## src/rtl/alu_seq_unit.sv

```systemverilog
// Multi-cycle ALU: single-cycle ops, bit-serial shift-add MUL and restoring DIV.
// Define ALU_DIV_EN to build the divider; otherwise opcode B acts as reserved.
module alu_seq_unit #(
  parameter int WIDTH = 8
) (
  input  logic             ALU_clk,
  input  logic             ALU_rst_n,
  input  logic [WIDTH-1:0] A_in,
  input  logic [WIDTH-1:0] B_in,
  input  logic [3:0]       Op,
  input  logic             Start,
  output logic [WIDTH-1:0] Acc_in,
  output logic [WIDTH-1:0] Res_hi,
  output logic             Acc_we,
  output logic             Busy,
  output logic             Z_flag,
  output logic             C_flag
);

  localparam int CW = (WIDTH > 1) ? $clog2(WIDTH) : 1;

  localparam logic [1:0] S_IDLE = 2'd0;
  localparam logic [1:0] S_EXEC = 2'd1;
  localparam logic [1:0] S_DONE = 2'd2;

  localparam logic [3:0] OP_ADD  = 4'h0;
  localparam logic [3:0] OP_SUB  = 4'h1;
  localparam logic [3:0] OP_AND  = 4'h2;
  localparam logic [3:0] OP_OR   = 4'h3;
  localparam logic [3:0] OP_XOR  = 4'h4;
  localparam logic [3:0] OP_NOT  = 4'h5;
  localparam logic [3:0] OP_INC  = 4'h6;
  localparam logic [3:0] OP_DEC  = 4'h7;
  localparam logic [3:0] OP_SHL  = 4'h8;
  localparam logic [3:0] OP_SHR  = 4'h9;
  localparam logic [3:0] OP_MUL  = 4'hA;
  localparam logic [3:0] OP_DIV  = 4'hB;
  localparam logic [3:0] OP_PASS = 4'hC;

  logic [1:0]       state_q, state_d;
  logic [CW-1:0]    cnt_q, cnt_d;
  logic [3:0]       op_q, op_d;
  logic [WIDTH-1:0] a_q, a_d;
  logic [WIDTH-1:0] hi_q, hi_d;
  logic [WIDTH-1:0] lo_q, lo_d;
  logic [WIDTH-1:0] acc_q, acc_d;
  logic [WIDTH-1:0] rhi_q, rhi_d;
  logic             z_q, z_d;
  logic             c_q, c_d;

  logic [WIDTH:0]   mul_sum;
  logic [WIDTH-1:0] mul_hi, mul_lo;
  logic [WIDTH-1:0] alu_res, alu_hi;
  logic             alu_c;
  logic [WIDTH:0]   ext;
  logic             go_exec;
  logic [WIDTH-1:0] fin_acc, fin_hi;
  logic             fin_c;

`ifdef ALU_DIV_EN
  logic [WIDTH-1:0] b_q, b_d;
  logic [WIDTH:0]   div_shl, div_trial;
  logic [WIDTH-1:0] div_rem, div_quo;
`endif

  // One shift-add step: conditionally add A to the high half, then shift right.
  always_comb begin
    mul_sum = {1'b0, hi_q} + (lo_q[0] ? {1'b0, a_q} : '0);
    mul_hi  = mul_sum[WIDTH:1];
    mul_lo  = {mul_sum[0], lo_q[WIDTH-1:1]};
  end

`ifdef ALU_DIV_EN
  // One restoring step: shift next dividend bit into the remainder, trial-subtract.
  always_comb begin
    div_shl   = {hi_q, lo_q[WIDTH-1]};
    div_trial = div_shl - {1'b0, b_q};
    if (!div_trial[WIDTH]) begin
      div_rem = div_trial[WIDTH-1:0];
      div_quo = {lo_q[WIDTH-2:0], 1'b1};
    end else begin
      div_rem = div_shl[WIDTH-1:0];
      div_quo = {lo_q[WIDTH-2:0], 1'b0};
    end
  end
`endif

  always_comb begin
    alu_res = A_in;
    alu_hi  = '0;
    alu_c   = 1'b0;
    ext     = '0;
    case (Op)
      OP_ADD: begin
        ext     = {1'b0, A_in} + {1'b0, B_in};
        alu_res = ext[WIDTH-1:0];
        alu_c   = ext[WIDTH];
      end
      OP_SUB: begin
        ext     = {1'b0, A_in} - {1'b0, B_in};
        alu_res = ext[WIDTH-1:0];
        alu_c   = ext[WIDTH];
      end
      OP_AND: alu_res = A_in & B_in;
      OP_OR:  alu_res = A_in | B_in;
      OP_XOR: alu_res = A_in ^ B_in;
      OP_NOT: alu_res = ~A_in;
      OP_INC: begin
        ext     = {1'b0, A_in} + (WIDTH+1)'(1);
        alu_res = ext[WIDTH-1:0];
        alu_c   = ext[WIDTH];
      end
      OP_DEC: begin
        ext     = {1'b0, A_in} - (WIDTH+1)'(1);
        alu_res = ext[WIDTH-1:0];
        alu_c   = ext[WIDTH];
      end
      OP_SHL: begin
        alu_res = {A_in[WIDTH-2:0], 1'b0};
        alu_c   = A_in[WIDTH-1];
      end
      OP_SHR: begin
        alu_res = {1'b0, A_in[WIDTH-1:1]};
        alu_c   = A_in[0];
      end
`ifdef ALU_DIV_EN
      OP_DIV: begin
        alu_res = '1;
        alu_hi  = A_in;
        alu_c   = 1'b1;
      end
`endif
      OP_PASS: alu_res = B_in;
      default: alu_res = A_in;
    endcase
  end

  always_comb begin
    go_exec = (Op == OP_MUL);
`ifdef ALU_DIV_EN
    go_exec = go_exec || ((Op == OP_DIV) && (B_in != '0));
`endif
  end

  always_comb begin
    fin_acc = mul_lo;
    fin_hi  = mul_hi;
    fin_c   = (mul_hi != '0);
`ifdef ALU_DIV_EN
    if (op_q == OP_DIV) begin
      fin_acc = div_quo;
      fin_hi  = div_rem;
      fin_c   = 1'b0;
    end
`endif
  end

  always_comb begin
    state_d = state_q;
    cnt_d   = cnt_q;
    op_d    = op_q;
    a_d     = a_q;
    hi_d    = hi_q;
    lo_d    = lo_q;
    acc_d   = acc_q;
    rhi_d   = rhi_q;
    z_d     = z_q;
    c_d     = c_q;
`ifdef ALU_DIV_EN
    b_d     = b_q;
`endif
    case (state_q)
      S_IDLE: begin
        if (Start) begin
          op_d  = Op;
          a_d   = A_in;
          cnt_d = '0;
`ifdef ALU_DIV_EN
          b_d   = B_in;
`endif
          if (go_exec) begin
            state_d = S_EXEC;
            hi_d    = '0;
            lo_d    = (Op == OP_MUL) ? B_in : A_in;
          end else begin
            state_d = S_DONE;
            acc_d   = alu_res;
            rhi_d   = alu_hi;
            c_d     = alu_c;
            z_d     = (alu_res == '0);
          end
        end
      end
      S_EXEC: begin
        cnt_d = cnt_q + CW'(1);
        hi_d  = mul_hi;
        lo_d  = mul_lo;
`ifdef ALU_DIV_EN
        if (op_q == OP_DIV) begin
          hi_d = div_rem;
          lo_d = div_quo;
        end
`endif
        if (cnt_q == CW'(WIDTH-1)) begin
          state_d = S_DONE;
          cnt_d   = '0;
          acc_d   = fin_acc;
          rhi_d   = fin_hi;
          c_d     = fin_c;
          z_d     = (fin_acc == '0);
        end
      end
      S_DONE:  state_d = S_IDLE;
      default: state_d = S_IDLE;
    endcase
  end

  always_ff @(posedge ALU_clk or negedge ALU_rst_n) begin
    if (!ALU_rst_n) begin
      state_q <= S_IDLE;
      cnt_q   <= '0;
      op_q    <= '0;
      a_q     <= '0;
      hi_q    <= '0;
      lo_q    <= '0;
      acc_q   <= '0;
      rhi_q   <= '0;
      z_q     <= 1'b0;
      c_q     <= 1'b0;
`ifdef ALU_DIV_EN
      b_q     <= '0;
`endif
    end else begin
      state_q <= state_d;
      cnt_q   <= cnt_d;
      op_q    <= op_d;
      a_q     <= a_d;
      hi_q    <= hi_d;
      lo_q    <= lo_d;
      acc_q   <= acc_d;
      rhi_q   <= rhi_d;
      z_q     <= z_d;
      c_q     <= c_d;
`ifdef ALU_DIV_EN
      b_q     <= b_d;
`endif
    end
  end

  assign Acc_in = acc_q;
  assign Res_hi = rhi_q;
  assign Z_flag = z_q;
  assign C_flag = c_q;
  assign Acc_we = (state_q == S_DONE);
  assign Busy   = (state_q != S_IDLE);

endmodule

```

## config.mk

```make
export PLATFORM = sky130hd
export DESIGN_NAME = alu_seq_unit
export DESIGN_NICKNAME = d
export VERILOG_FILES = /design/src/rtl/alu_seq_unit.sv
export SDC_FILE = /design/constraint.sdc
export NUM_CORES = 1
export LEC_CHECK = 0
export BUFFER_PORTS_ARGS = -buffer_cell sky130_fd_sc_hd__buf_2
export CAP_MARGIN = 20
export CELL_PAD_IN_SITES_DETAIL_PLACEMENT = 2
export CELL_PAD_IN_SITES_GLOBAL_PLACEMENT = 2
export CORE_ASPECT_RATIO = 1.4
export CORE_MARGIN = 10
export CORE_UTILIZATION = 36
export DETAILED_ROUTE_END_ITERATION = 16
export GPL_ROUTABILITY_DRIVEN = 0
export GPL_TIMING_DRIVEN = 0
export PLACE_DENSITY_LB_ADDON = 0.05
export SYNTH_ARGS = -nofsm -noshare
export SYNTH_HDL_FRONTEND = slang
export SYNTH_SLANG_ARGS = --single-unit
```

## constraint.sdc

```tcl
create_clock -name ALU_clk -period 3.4 [get_ports ALU_clk]
set_input_delay 0.51 -clock ALU_clk [delete_from_list [all_inputs] [get_ports ALU_clk]]
set_output_delay 0.51 -clock ALU_clk [all_outputs]
set_load 0.01 [all_outputs]
```

# Word level (Yosys, flattened, before mapping)
# Index checks and enable logic that the tools add are counted.
[word_totals]
register_bits = 47
in_bits = 23
output_inout_bits = 20
wordCells = 81
[classes]
addsub = 6
eq_ne = 18
mux = 32
bitwise_logic = 4
n_reduce_logical = 12
[op_table]
columns = ["operator", "n"]
rows = [
  ["$mux 8", 11],
  ["$pmux 8 s11", 1],
  ["$pmux 8 s2", 4],
  ["$add 8x8->9", 2],
  ["$eq 4x3->1 const B", 4],
  ["$eq 4x4->1 const B", 4],
  ["$logic_not 8->1", 2],
  ["$add 8x1->9 const B", 1],
  ["$sub 8x1->9 const B", 1],
  ["$sub 8x8->9", 1],
  ["$and 8x8->8", 1],
  ["$eq 4x2->1 const B", 2],
  ["$ne 2x2->1 const B", 4],
  ["$not 8->8", 1],
  ["$or 8x8->8", 1],
  ["$reduce_bool 8->1", 1],
  ["$xor 8x8->8", 1],
  ["$mux 1", 6],
  ["$mux 2", 3],
  ["$mux 3", 2],
  ["$pmux 1 s6", 1],
  ["$pmux 3 s2", 1],
  ["$reduce_and 2->1", 3],
  ["$eq 4x1->1 const B", 1],
  ["other kinds (11)", 13],
]

# Depth between registers and ports, before layout
[logic_depth]
ltp_word = 6
depth_mapped = 12
mapped_depth_nobuf = 12

# Least setup slack after synthesis
# No wires, ideal clock.
[synth_path]
kind = "input port to flip-flop"
from = "in A_in[0]"
to = "reg z_q (netlist: Z_flag)"
setup_ns = 0.104
arrival_time_ns = 2.872
t_required_ns = 3.296
slack_ns = 0.424
path_stages = 11
n_path_buf = 1
cell_sequence = "clkbuf_1 inv_1 ha_1 fa_1 nor2_1 o31ai_1 a221oi_1 a21oi_1 o32a_1 or3_1 o41ai_2"
[synth_between]
elab_chain_cells = 6
[synth_lines]
columns = ["element", "line_no", "rtl"]
rows = [
  ["start: declaration", "8", "input logic [WIDTH-1:0] A_in,"],
  ["$sub 8x1->9, or another cell as far along", "114", "ext = {1'b0, A_in} - (WIDTH+1)'(1);"],
  ["$pmux 8 s11 *", "93", "case (Op)"],
  ["$logic_not 8->1 *", "190", "z_d = (alu_res == '0);"],
  ["$mux 1 *", "181", "if (go_exec) begin"],
  ["$mux 1 *", "174", "if (Start) begin"],
  ["$pmux 1 s2 *", "172", "case (state_q)"],
  ["end signal: assignment", "242", "z_q <= z_d;"],
  ["end: declaration", "48", "logic z_q, z_d;"],
]
# Every way passes the cells marked *; elsewhere a longest branch is shown, timed or not. The select of a mux whose other input is x is not followed.
# A chain may end at the register's enable or synchronous reset.

# Worst setup path after layout
[layout_path]
from = "reg lo_q[0]"
to = "reg c_q (netlist: C_flag)"
[layout_between]
elab_chain_cells = 5
[layout_lines]
columns = ["element", "line_no", "rtl"]
rows = [
  ["start: declaration", "45", "logic [WIDTH-1:0] lo_q, lo_d;"],
  ["start signal: assignment", "239", "lo_q <= lo_d;"],
  ["$mux 8", "68", "mul_sum = {1'b0, hi_q} + (lo_q[0] ? {1'b0, a_q} : '0);"],
  ["$add 8x8->9", "68", ""],
  ["$reduce_bool 8->1", "148", "fin_c = (mul_hi != '0);"],
  ["$mux 1", "204", "if (cnt_q == CW'(WIDTH-1)) begin"],
  ["$pmux 1 s2", "172", ""],
  ["end signal: assignment", "229", "c_q <= 1'b0;"],
  ["end signal: assignment", "243", "c_q <= c_d;"],
  ["end: declaration", "49", "logic c_q, c_d;"],
]
# No other way between the ends. The select of a mux whose other input is x is not followed.

==> implementation parameters <==
Parameter                              Value

Status
  Outcome ... completed

Route
  Overall routed net length ... 17200 µm
  Routed length per placed instance ... 23.6 µm
  Remaining antenna violation count ... 0
  Detailed-route via count ... approximately 4400
  Router iterations before antenna repair ... 4
  Vias/cell ... a little under 6
  Count of unresolved DRC violations after routing ... 0
  Iteration-0 DRC count of the detailed router ... between 150 and 200

Power and ir drop
  Worst VDD drop ... between 0.2 and 0.25 mV
  Power density normalized to cell area ... 605 nW/µm²
  Overall Power ... roughly 3 mW
  Leakage dissipation ... 2.17 nW

Floorplanning
  Count of standard-cell rows ... 47
  Die span in x ... 112 µm
  Standard cell core area ... between 10000 and 15000 µm²
  Starting density of the core ... between 30% and 40%
  Top Ports ... 43
  Die height ... 149 µm
  Area of the die ... 16800 µm²

Worst setup path
  Required time of the critical path ... 3.54 ns
  Crit path DAT ... 3.29 ns
  Cell type group with the largest total delay on the critical path ... compound AO/OA/AOI/OAI gates
  Capturing element type of the critical path ... flip-flop
  Critical setup path kind ... flip-flop to flip-flop
  Count of buffering cells on the critical path with inverters included ... 1
  Slowest Stage Delay on Critical Path ... 0.61 ns
  Crit-path most repeated cell ... sky130_fd_sc_hd__a31oi_1
  CP max stage cell ... sky130_fd_sc_hd__a2111oi_0
  Type of origin of the critical path ... flip-flop
  Cell-by-cell trace of the critical path ... and2_1 > ha_1 > inv_1 > fa_1 > nor2b_1 > o21a_1 > o21ai_1 > a21o_1 > o311ai_0 > a31oi_1 > a2111oi_0 > a31oi_1
  CP Max Fanout ... 9

Placed design
  Cell count after placement ... 727
  Detailed placement HPWL ... 13900 µm
  Port bufs ... 41

Global routing
  Global router's overall resource usage ... 20.4%
  Via count of the first global-routing pass ... a little under 5000
  Global-route wire length before repair ... roughly 27000 µm
  Number of antenna violations at the first check in global routing ... 0
  Aggregate global routing overflow ... 0
  Largest net degree at the start of global routing ... 48

Final layout
  Proportion of layout cells with a drive suffix above 1 ... 14.7%
  Commonest cells after routing, fill and taps aside ... sky130_fd_sc_hd__nand2_1 (59), sky130_fd_sc_hd__buf_2 (52), sky130_fd_sc_hd__dfrtp_1 (47), sky130_fd_sc_hd__nor2_1 (47), sky130_fd_sc_hd__ha_1 (36)
  Number of diodes added for antenna fixing ... 0
  Leading cell type in the layout, fill and taps excluded ... sky130_fd_sc_hd__nand2_1
  Nets ... ~650
  Layout Cells excl Fill ... 731
  Area added between synthesis and finish ... 12.7%

Clock network
  Total number of clock tree sinks ... 47
  Clock transition at path regs ... 0.06 ns
  Root Driver ... sky130_fd_sc_hd__clkbuf_16
  Count of hold-fix buffers inserted at cts ... 0
  Max Root-Sink Buffers ... 2
  Clock network latency to the later pin of the worst-skew pair ... roughly 0.29 ns
  Post-CTS repair timing setup buffer count ... 0
  Clock buffer count from CTS ... 5
  Clock tree from TritonCTS ... built
  H-tree lvl count ... 2

Yosys
  Library cells used by synthesis ... 73
  Net count after synthesis ... 600
  Main flop type after synthesis ... sky130_fd_sc_hd__dfrtp_1
  Post-Syn Instances ... 538
  Proportion of synthesized flip-flops having asynchronous set or reset ... 100%
  Number of enable-type register cells in the synthesized netlist ... 0
  Syn Area/Cell ... 7.99 µm²
  Synthesized area ... 4300 µm²
  Total of flip-flops plus latches after synthesis ... 47
  Number of synthesis warnings ... 0
  Share of the yosys chip area belonging to registers ... 27.4%

Timing
  Final setup viols ... 0
  Final clock period utilization by the worst path ... between 90% and 100%
  Period minus WS final ... 3.15 ns
  RSZ-0062 raised after global routing ... no
  Final hold violation count ... 0
  Max Clock Skew ... around 0.0028 ns
  Slew Limit Fails ... 0
  Transition time at the pin with the least slew margin ... between 0.9 and 1 ns
  Highest achievable clock rate ... 317 MHz
  Worst slew margin relative to its limit ... 38.0%

Hold path
  Class of the worst hold path ... primary input to async pin

Flow run
  Max-capacitance violation count ... 0
stage by stage:
stage | hold WS (ns) | TNS [ns] | setup WS (ns) | utilization, % | instance area (µm²)
floorplan | 0.214 | 0 | 0.424 | - | 4300
global placement | 0.458 | -0.590 | -0.298 | 39.9 | 4690
detailed placement | 0.467 | -0.896 | -0.380 | 40.0 | 4700
CTS | 0.462 | 0 | 0.144 | 41.1 | 4830
global route | 0.0652 | 0 | 0.0428 | 41.2 | 4850
finish | 0.0567 | 0 | 0.250 | 41.2 | 4850
report_power, final:
part	switching [mW]	total (mW)	leakage, nW	internal, mW
clock	0.216	0.485	0.0733	0.269
combinational	0.908	1.51	1.51	0.598
sequential	0.158	0.942	0.584	0.784
area by class of cell:
class                   instances  area (µm²)
repair buffers                 43         236
flip-flops and latches         47        1180
multi-input cells             426        2860
well taps                     147         184
clock buffers                   5         125
plain buffers                  30         134
clock inverters                 3        15.0
fillers                      1400        6920
inverters                      30         113
cell usage after synthesis (all sizes together), types with 8 or more instances:
| library cell | n | share of area (%) |
|---|---|---|
| and2 | 11 | 1.6 |
| o21ai | 37 | 4.4 |
| inv | 29 | 2.5 |
| nand2 | 59 | 5.2 |
| mux2 | 11 | 2.9 |
| nor3 | 16 | 1.9 |
| a21oi | 34 | 4.0 |
| buf | 14 | 1.7 |
| nor2 | 48 | 4.2 |
| a31oi | 12 | 1.7 |
| clkbuf | 21 | 1.8 |
| nand3 | 13 | 1.5 |
| ha | 36 | 10 |
| dfrtp | 47 | 27 |
| a21o | 8 | 1.4 |
| o31ai | 12 | 2.1 |
| nor2b | 15 | 2.2 |
worst paths after layout:
check | endpoint | start | slack (ns) | cells past startpoint
worst min register to register | Res_hi[5]$_DFFE_PN0P_ | Res_hi[5]$_DFFE_PN0P_ | 0.48 | 2
worst max-delay path | C_flag$_DFFE_PN0P_ | lo_q[0]$_DFFE_PN0P_ | 0.25 | 12
worst min-delay path | hi_q[0]$_DFFE_PN0P_ | ALU_rst_n | 0.06 | 1
max in group asynchronous | lo_q[4]$_DFFE_PN0P_ | ALU_rst_n | 2.86 | 2
worst max register to register | C_flag$_DFFE_PN0P_ | lo_q[0]$_DFFE_PN0P_ | 0.25 | 12
min in group ALU_clk | Res_hi[5]$_DFFE_PN0P_ | Res_hi[5]$_DFFE_PN0P_ | 0.48 | 2
state kept, by name, summed over array words and instances, names as in the netlist:
signal,cells
Acc_in,8
Res_hi,8
a_q,8
hi_q,8
lo_q,8
cnt_q,3
state_q,2
C_flag,1
Z_flag,1
timing repair:
item | in CTS | in global routing
hold endpoints to repair | 0 | 0
setup endpoints to repair | 2 | 2
pin swaps | 0 | 0
resized for setup | 1 | 0
gates cloned | 0 | 0
cell families (layout without fill, tap and decap cells):
kind of cell	Yosys count	after routing	share of synthesized area, %
and+or+nand+nor	194	194	22.1
AOI/OAI and AO/OA	164	164	25.8
buffers and inverters	65	111	6.17
DFF	47	47	27.4
adders and majority gates	39	39	11.9
muxes	17	17	4.28
xor gates and xnor gates	12	12	2.44
worst reg2reg max path: stages, from the launching register on:
cell	delay (ns)
sky130_fd_sc_hd__dfrtp_1	0.47
sky130_fd_sc_hd__and2_1	0.18
sky130_fd_sc_hd__ha_1	0.17
sky130_fd_sc_hd__inv_1	0.06
sky130_fd_sc_hd__fa_1	0.40
sky130_fd_sc_hd__nor2b_1	0.14
sky130_fd_sc_hd__o21a_1	0.15
sky130_fd_sc_hd__o21ai_1	0.10
sky130_fd_sc_hd__a21o_1	0.19
sky130_fd_sc_hd__o311ai_0	0.18
sky130_fd_sc_hd__a31oi_1	0.17
sky130_fd_sc_hd__a2111oi_0	0.61
sky130_fd_sc_hd__a31oi_1	0.18
metal layers:
metal | share of wire [%] | global-route usage, %
met1 | 39 | 21.4
met2 | 56 | 40.2
met3 | 2.3 | 1.89
met4 | 3.1 | 8.08
met5 | 0 | 0
(Power assumes the default switching activity.)
